$ cat config.mk
export PLATFORM = sky130hd
export DESIGN_NAME = mult_control
export DESIGN_NICKNAME = d
export VERILOG_FILES = /design/src/rtl/mult_pkg.sv /design/src/rtl/mult_control.sv
export SDC_FILE = /design/constraint.sdc
export NUM_CORES = 1
export LEC_CHECK = 0
export ABC_AREA = 0
export CORE_AREA = 2 2 39 41
export CTS_CLUSTER_SIZE = 10
export DETAILED_ROUTE_END_ITERATION = 12
export DIE_AREA = 0 0 41 43
export PLACE_DENSITY_LB_ADDON = 0.12
export SETUP_SLACK_MARGIN = 0.2
export SLEW_MARGIN = 20
export SYNTH_ARGS = -nofsm -noshare
export SYNTH_HDL_FRONTEND = slang
export SYNTH_SLANG_ARGS = --single-unit
$ cat constraint.sdc
create_clock -name clk -period 1.77 [get_ports clk]
set_input_delay 0.354 -clock clk [delete_from_list [all_inputs] [get_ports clk]]
set_output_delay 0.354 -clock clk [all_outputs]
set_load 0.02 [all_outputs]
$ cat src/rtl/mult_pkg.sv
// rtl/mult_pkg.sv - state encodings and shift codes for the 8x8 sequential multiplier control
package mult_pkg;

  typedef enum logic [2:0] {
    IDLE      = 3'b000,
    LSB       = 3'b001,
    MID       = 3'b010,
    MSB       = 3'b011,
    CALC_DONE = 3'b100,
    ERR       = 3'b101
  } state_e;

  localparam logic [1:0] SH0 = 2'b00;
  localparam logic [1:0] SH4 = 2'b01;
  localparam logic [1:0] SH8 = 2'b10;

endpackage

$ cat src/rtl/mult_control.sv
// rtl/mult_control.sv - control FSM stepping one 4x4 multiplier through four partial products
// Registered state, Mealy outputs decoded from state, start and the external cycle count.
module mult_control
  import mult_pkg::*;
(
  input  logic       clk,
  input  logic       reset_a,
  input  logic       start,
  input  logic [1:0] count,
  output logic [1:0] input_sel,
  output logic [1:0] shift_sel,
  output logic [2:0] state_out,
  output logic       done,
  output logic       clk_ena,
  output logic       sclr_n
);

  state_e state_q;
  state_e state_d;

  always_ff @(posedge clk) begin
    if (reset_a) begin
      state_q <= IDLE;
    end else begin
      state_q <= state_d;
    end
  end

  assign state_out = state_q;

  always_comb begin
    state_d   = state_q;
    input_sel = 2'b00;
    shift_sel = SH0;
    done      = 1'b0;
    clk_ena   = 1'b0;
    sclr_n    = 1'b1;

    case (state_q)
      IDLE: begin
        if (start) begin
          clk_ena = 1'b1;
          sclr_n  = 1'b0;
          state_d = LSB;
        end
      end

      LSB: begin
        if (!start && count == 2'b00) begin
          input_sel = 2'b00;
          shift_sel = SH0;
          clk_ena   = 1'b1;
          state_d   = MID;
        end else begin
          state_d = ERR;
        end
      end

      // Both cross products share the <<4 shift; only the nibble select differs.
      MID: begin
        if (!start && count == 2'b01) begin
          input_sel = 2'b01;
          shift_sel = SH4;
          clk_ena   = 1'b1;
          state_d   = MID;
        end else if (!start && count == 2'b10) begin
          input_sel = 2'b10;
          shift_sel = SH4;
          clk_ena   = 1'b1;
          state_d   = MSB;
        end else begin
          state_d = ERR;
        end
      end

      MSB: begin
        if (!start && count == 2'b11) begin
          input_sel = 2'b11;
          shift_sel = SH8;
          clk_ena   = 1'b1;
          state_d   = CALC_DONE;
        end else begin
          state_d = ERR;
        end
      end

      CALC_DONE: begin
        if (!start) begin
          done    = 1'b1;
          state_d = IDLE;
        end else begin
          state_d = ERR;
        end
      end

      ERR: begin
        if (start) begin
          clk_ena = 1'b1;
          sclr_n  = 1'b0;
          state_d = LSB;
        end
      end

      // Unused codes 110/111 fall back to IDLE with default outputs.
      default: begin
        state_d = IDLE;
      end
    endcase
  end

endmodule

# --- Word-level counts from Yosys, hierarchy flattened ---
# Index checks and enable logic that the tools add are counted.
word_totals:
  regBits: 3
  in_bits: 5
  output_inout_bits: 10
  elab_cells: 42
classes:
  n_eq_ne: 9
  n_mux: 24
  reduce_logical: 8
op_table:
  columns: ["operator", "count"]
  rows:
  - ["$mux W3", 5]
  - ["$pmux W3 S5", 1]
  - ["$mux W1", 11]
  - ["$mux W2", 4]
  - ["$pmux W2 S2", 2]
  - ["$eq A3 B2 Y1 const B", 2]
  - ["$eq A3 B3 Y1 const B", 2]
  - ["$eq A2 B2 Y1 const B", 2]
  - ["$logic_and A1 B1 Y1", 4]
  - ["$pmux W1 S4", 1]
  - ["$eq A3 B1 Y1 const B", 1]
  - ["$logic_not A3 Y1", 1]
  - ["$eq A2 B1 Y1 const B", 1]
  - ["$logic_not A2 Y1", 1]
  - ["$ne A2 B1 Y1 const B", 1]
  - ["$reduce_or A2 Y1", 1]
  - ["$logic_not A1 Y1", 1]

# --- Longest topological paths before layout ---
depth:
  depth_word: 5
  depth_mapped: 4
  mapped_depth_nobuf: 3

# --- Least setup slack after synthesis ---
# No wires, ideal clock.
synth_timing:
  kind: "reg2out"
  from: "register state_q[2] (netlist: state_out[2])"
  to: "output done"
  arrival_time_ns: 1.492
  required_time_ns: 1.416
  slack_ns: -0.076
  path_stages_with_launch: 3
  path_buffers: 1
  path_cell_list: "dfxtp_1 > clkbuf_1 > nor4b_1"
synth_via:
  elab_chain_len: 2
synth_rtl:
  columns: ["element", "line_no", "rtl"]
  rows:
  - ["start, declared", "mult_control.sv:18", "state_e state_q;"]
  - ["start signal, assigned", "mult_control.sv:25", "state_q <= state_d;"]
  - ["$eq A3 B3 Y1", "mult_control.sv:39", "case (state_q)"]
  - ["$mux W1", "mult_control.sv:39", null]
  - ["end, declared", "mult_control.sv:13", "output logic done,"]
# No other way between the ends.

# --- Worst setup path in the final report ---
layout_timing:
  from: "register state_q[1] (netlist: state_out[1])"
  to: "output clk_ena"
layout_via:
  elab_chain_len: 3
  word_cells_on_any_way: 7
  cone_classes: "eq/ne (4); mux (1); reduce/logical (2)"
layout_rtl:
  columns: ["element", "line_no", "rtl"]
  rows:
  - ["$eq A3 B3 Y1 / $logic_not A3 Y1 (equally long branches)", "mult_control.sv:39", null]
  - ["$reduce_or A2 Y1 (no source line)", null, null]
  - ["$pmux W1 S4 (*)", "mult_control.sv:39", null]
  - ["end, declared", "mult_control.sv:14", "output logic clk_ena,"]
# Every way passes the cells marked *; elsewhere a longest branch is shown, timed or not.

==> results_dict.tcl <==
set metrics [dict create \
    status "finished, violations left" \
    violations "negative setup slack" \
    routed-via-count 417 \
    grt_pass1_vias 357 \
    grt.busiest_layer "met2" \
    async_reset_ff_share_pct 0 \
    period_share_pct 105.6 \
    cp-end-kind "output pin" \
    final_design_area_no_fill_um2 598.1 \
    register_area_um2 63.81 \
    hold_slack_ns 0.5235 \
    post-place-ws_ns -0.8358 \
    synth.cell_area_um2 319.1 \
    cp-start-kind "register" \
    grt_usage_pct 13.24 \
    hold_buffers 0 \
    synth_area_leaders "dfxtp_1 (19%), nand3b_1 (9.4%), xnor2_1 (8.2%), buf_2 (4.7%), a2111oi_2 (4.7%)" \
    insertion_delay_ns 0.23 \
    synth_edf_count 0 \
    antenna_left 0 \
    setup_violations 2 \
    cts_sinks 3 \
    power_density_nw_per_um2 527.4 \
    synthSimpleGateAreaFrac_pct 34.90 \
    cts_tree "done" \
    ys_seq_area_share_pct 18.82 \
    clkTransAtPathRegs_ns 0.04 \
    syn2layout_area_growth_pct 87.45 \
    synth_compound_area_share_pct 23.53 \
    synth_top_cell_by_area "dfxtp_1" \
    finalHoldViolCount 0 \
    fin_tns_setup_ns -0.1236 \
    hpwl_um 704.3 \
    grt_pass1_wl_um 1566 \
    ys_warn_count 0 \
    row_count 14 \
    synth_cell_types 26 \
    ys_seq_elements 3 \
    worstPathArrival_ns 1.52 \
    maxCapViolCount 0 \
    cts_root_buf "clkbuf_4" \
    grt_util_met1_pct 17.95 \
    syn-num-nets 43 \
    use_met3_pct 3.141 \
    multi_input_area_um2 244.0 \
    netlist_top_cells_count "nand3b_1 (4), buf_2 (3), dfxtp_1 (3), xnor2_1 (3)" \
    diodes 0 \
    setup_ws_ns -0.09927 \
    largest_reg_flops 3 \
    grt_max_degree 12 \
    h-tree-depth 1 \
    period_needed_ns 1.869 \
    max_slew_margin_pct 77.73 \
    die_w_um 41 \
    postPlaceCellArea_um2 526.8 \
    critPathRequiredTime_ns 1.42 \
    core_area_um2 1384 \
    avgSynthCellArea_um2 8.396 \
    path_max_fanout 2 \
    worst_pin_slew_ns 0.3257 \
    die_area_um2 1763 \
    grtUsageMet2_pct 18.13 \
    synth-adder-area-share_pct 0 \
    synth_top_family_by_area "simple AND/OR/NAND/NOR gates" \
    numCtsBuffers 3 \
    layout-drive-gt1-share_pct 56.92 \
    ctsLongestPathBuffers 2 \
    nets 71 \
    post_drt_wl_per_cell_um 12.10 \
    start_util_pct 23.06 \
    yosysMostFrequentCell "nand3b_1" \
    synth_top_area_share_pct 18.82 \
    hp-class "in2reg" \
    crit_type "reg2out" \
    route.detailed.drc 0 \
    port_buffers 14 \
    power_mw 0.3155 \
    antenna_found_initial 0 \
    skew_ns 0.002762 \
    vias_per_cell 5.148 \
    slew_violations 0 \
    place.gp.congestion 0.8193 \
    clock.fmax_ghz 0.5350 \
    rsz0062_at_grt "true" \
    ys.flop_type "dfxtp_1" \
    wl_um 980 \
    drtPass1Iterations 4 \
    nFillCells 154 \
    cellLeakagePower_nw 0.2711 \
    synthXorXnorAreaFrac_pct 10.98 \
    fp.dieH_um 43 \
    netlist_instances 38 \
    overflow 0 \
    drt_iter0_drc 14 \
    ir_drop_mv 0.2841 \
    synth.area.mux_share_pct 0 \
    ios 15 \
]
## repair_timing
item,in CTS,in global routing
setup endpoints to repair,11,7
resized for setup,45,16
buffers inserted,1,4
pin swaps,2,3
## stage by stage
| stage | instances | utilization, % |
|---|---|---|
| 2_1_floorplan | 38 | - |
| 3_3_place_gp | 72 | 38.07 |
| 3_5_place_dp | 72 | 38.07 |
| 4_1_cts | 77 | 40.14 |
| 5_1_grt | 81 | 43.22 |
| 6_report | 81 | 43.22 |
## path summary, 6_finish.rpt
check          startpoint      endpoint  slack (ns)  cells past startpoint
max          state_out[1]       clk_ena        -0.1                      4
min              count[0]  state_out[1]        0.52                      4
max reg2reg  state_out[1]  state_out[0]        0.20                      6
min reg2reg  state_out[2]  state_out[1]        0.59                      2
## power breakdown
| group | switching, mW | internal [mW] | total (mW) |
|---|---|---|---|
| registers | 0.00376 | 0.0730 | 0.0767 |
| clock network | 0.0377 | 0.0846 | 0.122 |
| logic | 0.0565 | 0.0599 | 0.116 |
| total | 0.0980 | 0.217 | 0.315 |
## layer usage
layer / up-vias / share of wire [%] / wire length, um
li1: 198 / - / -
met1: 194 / 43 / 419
met2: 21 / 47 / 457
met3: 4 / 7.9 / 77
met4: 0 / 2.7 / 26
met5: - / 0 / 0
## kinds of logic (layout without fill, tap and decap cells)
logic type	Yosys count	in the layout
AND/OR/NAND/NOR	15	15
AO/OA/AOI/OAI	9	9
buffers and inverters	7	34
XOR/XNOR	4	4
flip-flops	3	3
## worst max-delay path, cell delays in order, from the launching register on
cell	delay (ns)
dfxtp_2	0.32
or4b_4	0.48
a211o_1	0.28
nand3_2	0.08
buf_6	0.11
## area by class of cell
class	instances	area share (%)
Timing Repair Buffer	29	40.17
Sequential cell	3	10.67
Inverter	1	0.6276
Clock buffer	4	4.393
Tap cell	16	3.347
Multi-Input combinational cell	28	40.79
## placed cells by master, fill, tap and decap left out, types with 2 or more instances in the layout
cell / instances
buf_4: 14
clkbuf_4: 3
dlygate4sd2_1: 3
a21oi_1: 2
dfxtp_2: 3
buf_6: 7
nand3b_1: 4
clkbuf_2: 3
xnor2_1: 3
(Power assumes the default switching activity.)
